--- src/rtl/spi_reg_controller_if.sv ---
// Request/handshake and SPI pin bundle for spi_reg_controller.
// master = requester side, slave = the controller itself.
interface spi_reg_controller_if;
  logic       req_valid;
  logic       req_ready;
  logic       req_rw;
  logic [6:0] req_addr;
  logic [7:0] req_data;
  logic       busy;
  logic       done;
  logic       sclk;
  logic       ncs;
  logic       copi;

  modport master (
    output req_valid, req_rw, req_addr, req_data,
    input  req_ready, busy, done, sclk, ncs, copi
  );

  modport slave (
    input  req_valid, req_rw, req_addr, req_data,
    output req_ready, busy, done, sclk, ncs, copi
  );
endinterface

--- src/rtl/spi_reg_controller.sv ---
// SPI mode-0 initiator: sends one 16-bit frame {rw, addr[6:0], data[7:0]} MSB first
// per accepted request, with programmable SCLK phase length and nCS setup/hold/gap.
module spi_reg_controller #(
  parameter int CLK_DIV  = 4,
  parameter int CS_SETUP = 2,
  parameter int CS_HOLD  = 2,
  parameter int CS_GAP   = 4
) (
  input  logic                  clk,
  input  logic                  rst,
  spi_reg_controller_if.slave   bus
);

  localparam int MAX_A = (CLK_DIV > CS_SETUP) ? CLK_DIV : CS_SETUP;
  localparam int MAX_B = (CS_HOLD > CS_GAP) ? CS_HOLD : CS_GAP;
  localparam int MAX_P = (MAX_A > MAX_B) ? MAX_A : MAX_B;
  localparam int CNT_W = $clog2(MAX_P) + 1;

  typedef enum logic [2:0] {
    IDLE,
    SETUP,
    SHIFT,
    HOLD,
    GAP
  } state_t;

  state_t             state;
  logic [CNT_W-1:0]   cnt;
  logic [4:0]         bit_cnt;
  logic [15:0]        shreg;
  logic               last_cycle;

  assign last_cycle    = (cnt == CNT_W'(1));
  assign bus.req_ready = (state == IDLE) & ~rst;

  always_ff @(posedge clk) begin
    if (rst) begin
      state    <= IDLE;
      cnt      <= '0;
      bit_cnt  <= '0;
      shreg    <= '0;
      bus.sclk <= 1'b0;
      bus.ncs  <= 1'b1;
      bus.copi <= 1'b0;
      bus.done <= 1'b0;
      bus.busy <= 1'b0;
    end else begin
      bus.done <= 1'b0;
      case (state)
        IDLE: begin
          if (bus.req_valid) begin
            shreg    <= {bus.req_rw, bus.req_addr, bus.req_data};
            bus.copi <= bus.req_rw;
            bus.ncs  <= 1'b0;
            bus.sclk <= 1'b0;
            bus.busy <= 1'b1;
            bit_cnt  <= '0;
            cnt      <= CNT_W'(CS_SETUP);
            state    <= SETUP;
          end
        end
        SETUP: begin
          if (last_cycle) begin
            cnt   <= CNT_W'(CLK_DIV);
            state <= SHIFT;
          end else begin
            cnt <= cnt - CNT_W'(1);
          end
        end
        SHIFT: begin
          // sclk itself marks the phase; COPI only moves on the falling edge
          if (!last_cycle) begin
            cnt <= cnt - CNT_W'(1);
          end else if (!bus.sclk) begin
            bus.sclk <= 1'b1;
            cnt      <= CNT_W'(CLK_DIV);
          end else begin
            bus.sclk <= 1'b0;
            if (bit_cnt == 5'd15) begin
              cnt   <= CNT_W'(CS_HOLD);
              state <= HOLD;
            end else begin
              bit_cnt  <= bit_cnt + 5'd1;
              shreg    <= {shreg[14:0], 1'b0};
              bus.copi <= shreg[14];
              cnt      <= CNT_W'(CLK_DIV);
            end
          end
        end
        HOLD: begin
          if (last_cycle) begin
            bus.ncs  <= 1'b1;
            bus.copi <= 1'b0;
            bus.done <= 1'b1;
            cnt      <= CNT_W'(CS_GAP);
            state    <= GAP;
          end else begin
            cnt <= cnt - CNT_W'(1);
          end
        end
        GAP: begin
          if (last_cycle) begin
            bus.busy <= 1'b0;
            state    <= IDLE;
          end else begin
            cnt <= cnt - CNT_W'(1);
          end
        end
        default: state <= IDLE;
      endcase
    end
  end

endmodule

--- src/flat_wrapper.sv ---
// flat-port wrapper written by rule: the top's interface ports become plain ports
module spi_reg_controller_flat 
#(
  parameter int CLK_DIV  = 4,
  parameter int CS_SETUP = 2,
  parameter int CS_HOLD  = 2,
  parameter int CS_GAP   = 4
)
  (clk, rst, bus_req_valid, bus_req_rw, bus_req_addr, bus_req_data, bus_req_ready, bus_busy, bus_done, bus_sclk, bus_ncs, bus_copi);
  spi_reg_controller_if bus_i ();
  input  logic clk;
  input  logic rst;
  input wire logic [$bits(bus_i.req_valid)-1:0] bus_req_valid;
  input wire logic [$bits(bus_i.req_rw)-1:0] bus_req_rw;
  input wire logic [$bits(bus_i.req_addr)-1:0] bus_req_addr;
  input wire logic [$bits(bus_i.req_data)-1:0] bus_req_data;
  output wire logic [$bits(bus_i.req_ready)-1:0] bus_req_ready;
  output wire logic [$bits(bus_i.busy)-1:0] bus_busy;
  output wire logic [$bits(bus_i.done)-1:0] bus_done;
  output wire logic [$bits(bus_i.sclk)-1:0] bus_sclk;
  output wire logic [$bits(bus_i.ncs)-1:0] bus_ncs;
  output wire logic [$bits(bus_i.copi)-1:0] bus_copi;
  assign bus_i.req_valid = bus_req_valid;
  assign bus_i.req_rw = bus_req_rw;
  assign bus_i.req_addr = bus_req_addr;
  assign bus_i.req_data = bus_req_data;
  assign bus_req_ready = bus_i.req_ready;
  assign bus_busy = bus_i.busy;
  assign bus_done = bus_i.done;
  assign bus_sclk = bus_i.sclk;
  assign bus_ncs = bus_i.ncs;
  assign bus_copi = bus_i.copi;
  spi_reg_controller #(.CLK_DIV(CLK_DIV), .CS_SETUP(CS_SETUP), .CS_HOLD(CS_HOLD), .CS_GAP(CS_GAP)) u_core (.clk(clk), .rst(rst), .bus(bus_i));
endmodule
--- config.mk ---
export PLATFORM = sky130hd
export DESIGN_NAME = spi_reg_controller_flat
export DESIGN_NICKNAME = d
export VERILOG_FILES = /design/src/rtl/spi_reg_controller_if.sv /design/src/rtl/spi_reg_controller.sv /design/src/flat_wrapper.sv
export SDC_FILE = /design/constraint.sdc
export NUM_CORES = 1
export LEC_CHECK = 0
export CORE_MARGIN = 1.5
export CORE_UTILIZATION = 48
export DETAILED_ROUTE_END_ITERATION = 16
export GPL_ROUTABILITY_DRIVEN = 0
export HOLD_SLACK_MARGIN = 0.03
export PLACE_DENSITY = 0.73
export SYNTH_ARGS = -nofsm -noshare
export SYNTH_HDL_FRONTEND = slang
export SYNTH_SLANG_ARGS = --single-unit
--- constraint.sdc ---
create_clock -name clk -period 1.9 [get_ports clk]
set_input_delay 0.285 -clock clk [delete_from_list [all_inputs] [get_ports clk]]
set_output_delay 0.285 -clock clk [all_outputs]
set_load 0.01 [all_outputs]
==> run_results.csv, run 1 <==
group,metric,value,unit
outcome,status,"finished with violations",
outcome,violations,"setup timing",
power,vdd_drop_max,0.493,mV
worst_setup_path,crit_required,2.15,ns
sta,finalClockSkew,0.0185,ns
cells_and_area,diodes,0,
cells_and_area,final_nets,243,
global_routing,antenna_found_initial,0,
placement,portBuffers,24,
sta,hold_violations,0,
synth,synth_edf_count,0,
sta,relSlewSlack,0.760,
cells_and_area,area_growth,35.8,%
detailed_routing,drtIter0Drc,98,
cells_and_area,multiInputGateArea,0.00102,mm²
clock_tree,insertion_delay,0.34,ns
sta,maxSlewViolCount,0,
synth,synth_area,0.00165,mm²
floorplan,start_util,0.498,
placement,placed_area,0.00202,mm²
worst_setup_path,r2r_cells,7,
sta,period_minus_slack,2.03,ns
detailed_routing,firstDrtPassIters,4,
global_routing,grt_first_pass_wirelength,5740,µm
cells_and_area,ff_latch_area,623,µm²
clock_tree,htreeDepth,2,
synth,ys_ff_latch,31,
detailed_routing,vias_per_cell,5.54,
floorplan,ioPinCount,25,
synth,avgSynthCellArea,9.21,µm²
min_path,hp-class,"reg -> reg",
global_routing,grt_max_degree,34,
detailed_routing,drt_wl_total,3760,µm
synth,synthCells,179,
sta,hold-worst-slack,0.507,ns
sta,worstMarginPinSlew,0.360,ns
cells_and_area,layout-drive-gt1-share,0.276,
placement,dpl_worst_slack,-0.168,ns
min_path,hold_depth,2,
placement,dp.cells,251,
clock_tree,cts-root-buf,"clkbuf_4",
clock_tree,cts_buffers,5,
floorplan,die_h,61.6,µm
detailed_routing,drc_errors,0,
sta,finalCritPeriodShare,1.07,
synth,ys.flop_type,"dfxtp_1",
sta,rsz0062_at_grt,"true",
floorplan,row_count,21,
detailed_routing,wl_per_cell,14.1,µm
cells_and_area,final_cells,267,
clock_tree,cts_sinks,31,
worst_setup_path,path_class,"reg -> reg",
detailed_routing,vias,1479,
synth,ys_top_cells_by_count,"dfxtp_1, nor2_1, mux2_2, mux2i_1",
synth,synth_top_area_share,0.376,
worst_setup_path,worstPathMaxFanout,3,
job,maxCapViolCount,0,
worst_setup_path,startpoint_type,"flip-flop",
synth,yosys.area.top_type,"dfxtp_1",
clock_tree,cts_tree,"yes",
global_routing,gr-total-overflow,0,
cells_and_area,nFillCells,293,
cells_and_area,final_util,0.676,
cells_and_area,finalInstanceArea,0.00224,mm²
floorplan,core_region_area,0.00331,mm²
power,p_leak,0.932,nW
placement,hpwl,2470,µm
synth,ys_warn_count,0,
synth,seq_area_frac_synth,0.376,
detailed_routing,ant_nets,0,
worst_setup_path,worstPathArrival,2.28,ns
clock_tree,cts.path.max_buffers,2,
floorplan,die_width,61.6,µm
sta,fmax,0.493,GHz
power,cellPowerDensity,694,mW/mm²
synth,synth.most_common_cell,"dfxtp_1",
synth,synth.distinct_cells,47,
synth,ys_async_sr_fraction,0,
synth,synth_fp_nets,202,
sta,fin_ws,-0.128,ns
floorplan,die_area,0.00380,mm²
global_routing,grt_usage,0.207,
global_routing,first_global_vias,1342,
clock_tree,clkTransAtPathRegs,0.10,ns
synth,ys_top_cells_by_area,"dfxtp_1, mux2_2, mux2i_1",
sta,setup_viol,14,
worst_setup_path,cp-end-kind,"flip-flop",
[flip-flops by register name, indices dropped and copies added (netlist names)]
name,count
u_core.cnt,3
u_core.bus.copi,1
u_core.state,3
u_core.bus.ncs,1
u_core.bit_cnt,5
u_core.bus.busy,1
u_core.bus.done,1
u_core.shreg,15
u_core.bus.sclk,1
[critical path, cell delays in order (launching register included)]
cell      delay, ns
dfxtp_2        0.35
ha_4           0.15
and3_4         0.18
ha_4           0.15
and4bb_4       0.31
and3_4         0.20
or4b_1         0.44
a31oi_1        0.17
[power breakdown]
part | total (mW) | leakage [nW] | internal (mW) | switching, mW
clock network | 0.453 | 0.0375 | 0.216 | 0.236
registers | 0.730 | 0.255 | 0.694 | 0.0362
logic | 0.371 | 0.639 | 0.208 | 0.163
total | 1.55 | 0.932 | 1.12 | 0.436
[path summary, 6_finish.rpt]
kind | endpoint | from | slack (ns)
worst max register to register | u_core.bit_cnt[3] | u_core.bit_cnt[1] | -0.13
worst min-delay path | u_core.shreg[12] | u_core.shreg[12] | 0.51
worst min register to register | u_core.shreg[12] | u_core.shreg[12] | 0.51
worst max-delay path | u_core.bit_cnt[3] | u_core.bit_cnt[1] | -0.13
[layout by cell type (no fill, tap or decap), types with 6 or more instances in the layout]
master           synthesis  routed
a21oi_1                  9       9
buf_4                    1      16
clkdlybuf4s50_1          0      23
dfxtp_1                 31      29
inv_1                    6       6
mux2_2                  16      15
mux2i_1                 14      14
nand2_1                  9       9
nor2_1                  23      23
o21ai_0                  6       6
[cells by family after synthesis]
kind of cell             synth area share
AND/OR/NAND/NOR                     0.218
AO/OA/AOI/OAI                       0.132
flip-flops                          0.376
multiplexers                        0.194
buffers and inverters              0.0440
adder cells (fa/ha/maj)            0.0304
XOR/XNOR                          0.00531
[through the flow]
step	power, mW	setup TNS, ns
after floorplan	0.965	-0.0333
after global placement	1.06	-1.09
after detailed placement	1.08	-2.20
after CTS	1.54	-0.252
after global routing	1.63	-1.97
final	1.55	-0.675
[metal layers]
layer | global-route usage | up-vias | part of all wire
li1 | - | 727 | -
met1 | 0.224 | 697 | 0.39
met2 | 0.377 | 53 | 0.55
met3 | 0.0588 | 2 | 0.055
met4 | 0.0821 | 0 | 0.0051
met5 | 0 | - | 0
[timing repair]
item / in CTS / in global routing
setup buffers: 3 / 3
resized for setup: 1 / 7
endpoints found under the setup margin: 19 / 20
hold buffers: 0 / 0
pin swaps: 2 / 8
cloned: 0 / 2
[layout make-up]
| type | instances | area share |
|---|---|---|
| multi-input cells | 131 | 0.454 |
| flip-flops and latches | 31 | 0.278 |
| well taps | 46 | 0.0257 |
| clock inverters | 1 | 0.00335 |
| inverters | 7 | 0.0117 |
| clock buffers | 7 | 0.0291 |
| repair buffers | 44 | 0.198 |
No activity file was read; power rests on OpenSTA's default activity.
==> run 2, diff against run 1 <==
- TNS_END_PERCENT: not set -> 100
==> results of run 2 <==
No change in the layout: final DEF, timing and power equal those of run 1.
==> run 3, diff against run 2 <==
- ABC_CLOCK_PERIOD_IN_PS: not set -> 1900
- CORE_ASPECT_RATIO: not set -> 0.8
==> run_results.csv, run 3 (synthesis gave the netlist of run 1 again) <==
group,metric,value,unit
placement,portBuffers,24,
global_routing,first_global_vias,1332,
power,p_int,1.18,mW
min_path,hp-class,"reg -> reg",
sta,maxSlewViolCount,0,
sta,setup_viol,17,
cells_and_area,top_register,"u_core.shreg",
clock_tree,cts_buffers,5,
worst_setup_path,cp-end-kind,"flip-flop",
global_routing,gr-total-overflow,0,
power,combinationalPowerShare,0.222,
detailed_routing,wl_per_cell,14.8,µm
power,cellPowerDensity,744,mW/mm²
detailed_routing,drc_errors,0,
clock_tree,cts_tree,"yes",
detailed_routing,vias_per_cell,5.73,
min_path,hold_depth,1,
power,fin_total_pwr,1.61,mW
floorplan,ioPinCount,25,
placement,placed_area,0.00203,mm²
detailed_routing,drt_wl_total,3750,µm
sta,setup_tns,-1.04,ns
worst_setup_path,startpoint_type,"flip-flop",
worst_setup_path,r2r-start,"u_core.bit_cnt[1]",
sta,finalCritPeriodShare,1.05,
placement,dp.cells,245,
power,swShare,0.270,
job,maxCapViolCount,0,
clock_tree,cts_setup_buffers,0,
floorplan,die_width,68.5,µm
sta,rsz0062_at_grt,"true",
clock_tree,postCtsHoldBufs,0,
worst_setup_path,r2r_setup_slack,-0.10,ns
sta,hold_violations,0,
cells_and_area,largest_reg_flops,15,
power,vdd_drop_max,0.464,mV
sta,fmax,0.500,GHz
worst_setup_path,r2r_cells,9,
worst_setup_path,worstPathArrival,2.17,ns
worst_setup_path,reg2reg_to,"u_core.shreg[7]",
clock_tree,cts_sinks,31,
sta,finalClockSkew,0.00695,ns
outcome,violations,"setup timing",
clock_tree,htreeDepth,2,
detailed_routing,firstDrtPassIters,4,
cells_and_area,final_cells,254,
detailed_routing,vias,1456,
floorplan,row_count,18,
cells_and_area,final_common_cell,"dfxtp_1",
placement,dpl_worst_slack,-0.0660,ns
cells_and_area,finalInstanceArea,0.00217,mm²
power,clockPowerShare,0.325,
cells_and_area,most-common-layout-cells,"dfxtp_1, nor2_1, clkdlybuf4s50_1, mux2_2, mux2i_1",
cells_and_area,diodes,0,
clock_tree,insertion_delay,0.29,ns
global_routing,antenna_found_initial,0,
sta,hold-worst-slack,0.492,ns
outcome,status,"finished with violations",
floorplan,core_region_area,0.00318,mm²
clock_tree,cts-root-buf,"clkbuf_8",
global_routing,grt_first_pass_wirelength,5940,µm
worst_setup_path,crit_required,2.07,ns
cells_and_area,layout-drive-gt1-share,0.234,
sta,worstMarginPinSlew,0.424,ns
floorplan,die_area,0.00380,mm²
worst_setup_path,path_class,"reg -> reg",
power,seqPwrFrac,0.453,
cells_and_area,reg_top3,"u_core.shreg (15), u_core.bit_cnt (5)",
floorplan,start_util,0.519,
min_path,hold_end,"u_core.bit_cnt[2]",
clock_tree,clkTransAtPathRegs,0.07,ns
power,p_leak,0.897,nW
global_routing,grt_max_degree,34,
clock_tree,cts.path.max_buffers,2,
floorplan,die_h,55.4,µm
sta,period_minus_slack,2.00,ns
cells_and_area,final_nets,237,
sta,fin_ws,-0.101,ns
sta,relSlewSlack,0.716,
cells_and_area,final_util,0.683,
cells_and_area,nFillCells,267,
min_path,min-delay-start,"u_core.bit_cnt[2]",
placement,hpwl,2640,µm
detailed_routing,ant_nets,0,
global_routing,grt_usage,0.207,
worst_setup_path,worstPathMaxFanout,8,
power,p_sw,436,µW
cells_and_area,area_growth,31.6,%
detailed_routing,drtIter0Drc,149,
[run 3: cell types whose count changed in the layout (fill, tap and decap cells not counted), sizes merged]
cell / delta
buf: -6
clkbuf: -1
clkinv: +1
clkinvlp: -1
dlygate4sd2: +1
dlymetal6s2s: -1
[run 3: power by group through the flow]
stage	clock (mW)	combinational (mW)	sequential [mW]
after global routing	0.570	0.391	0.737
after CTS	0.539	0.335	0.731
final	0.524	0.359	0.732
after detailed placement	0	0.335	0.746
after global placement	0	0.326	0.743
after floorplan	0	0.231	0.734
[run 3: timing repair]
action | CTS | global route
gates cloned | 0 | 2
pin swaps | 0 | 3
resized for setup | 1 | 1
endpoints found under the setup margin | 3 | 17
endpoints found under the hold margin | 0 | 0
[run 3: how the worst max path moves through the flow]
stage	slack, ns	cells past startpoint	end	startpoint
global placement	0.004	7	u_core.bit_cnt[3]	u_core.bit_cnt[1]
detailed placement	-0.07	7	u_core.bit_cnt[3]	u_core.bit_cnt[1]
finish	-0.10	9	u_core.shreg[7]	u_core.bit_cnt[1]
floorplan	-0.03	7	u_core.bit_cnt[3]	u_core.bit_cnt[0]
CTS	-0.08	7	u_core.bit_cnt[3]	u_core.bit_cnt[1]
global route	-0.14	7	u_core.bit_cnt[3]	u_core.bit_cnt[1]
[run 3: metal layers]
layer / vias up / global-route usage / wire [µm]
met1: 698 / 0.255 / 1700
met4: 0 / 0.0600 / 43
met5: - / 0 / 0
met3: 6 / 0.0733 / 181
li1: 713 / - / -
met2: 39 / 0.334 / 1820
[run 3: critical path, stage by stage (launching register included)]
cell and delay (ns):
dfxtp_2 0.36, ha_4 0.13, and3_4 0.20, ha_4 0.13, and4bb_4 0.19, buf_4 0.15
a31oi_4 0.26, clkbuf_16 0.23, mux2i_1 0.19, nor2_1 0.05
[run 3: final cells by class]
type                            instances  area [µm²]  area share
Sequential cell                        31         623       0.287
Inverter                                7        26.3      0.0121
Multi-Input combinational cell        131         991       0.457
Tap cell                               40        50.0      0.0231
Timing Repair Buffer                   38         392       0.181
Clock inverter                          1        5.00     0.00231
Clock buffer                            6        82.6      0.0381
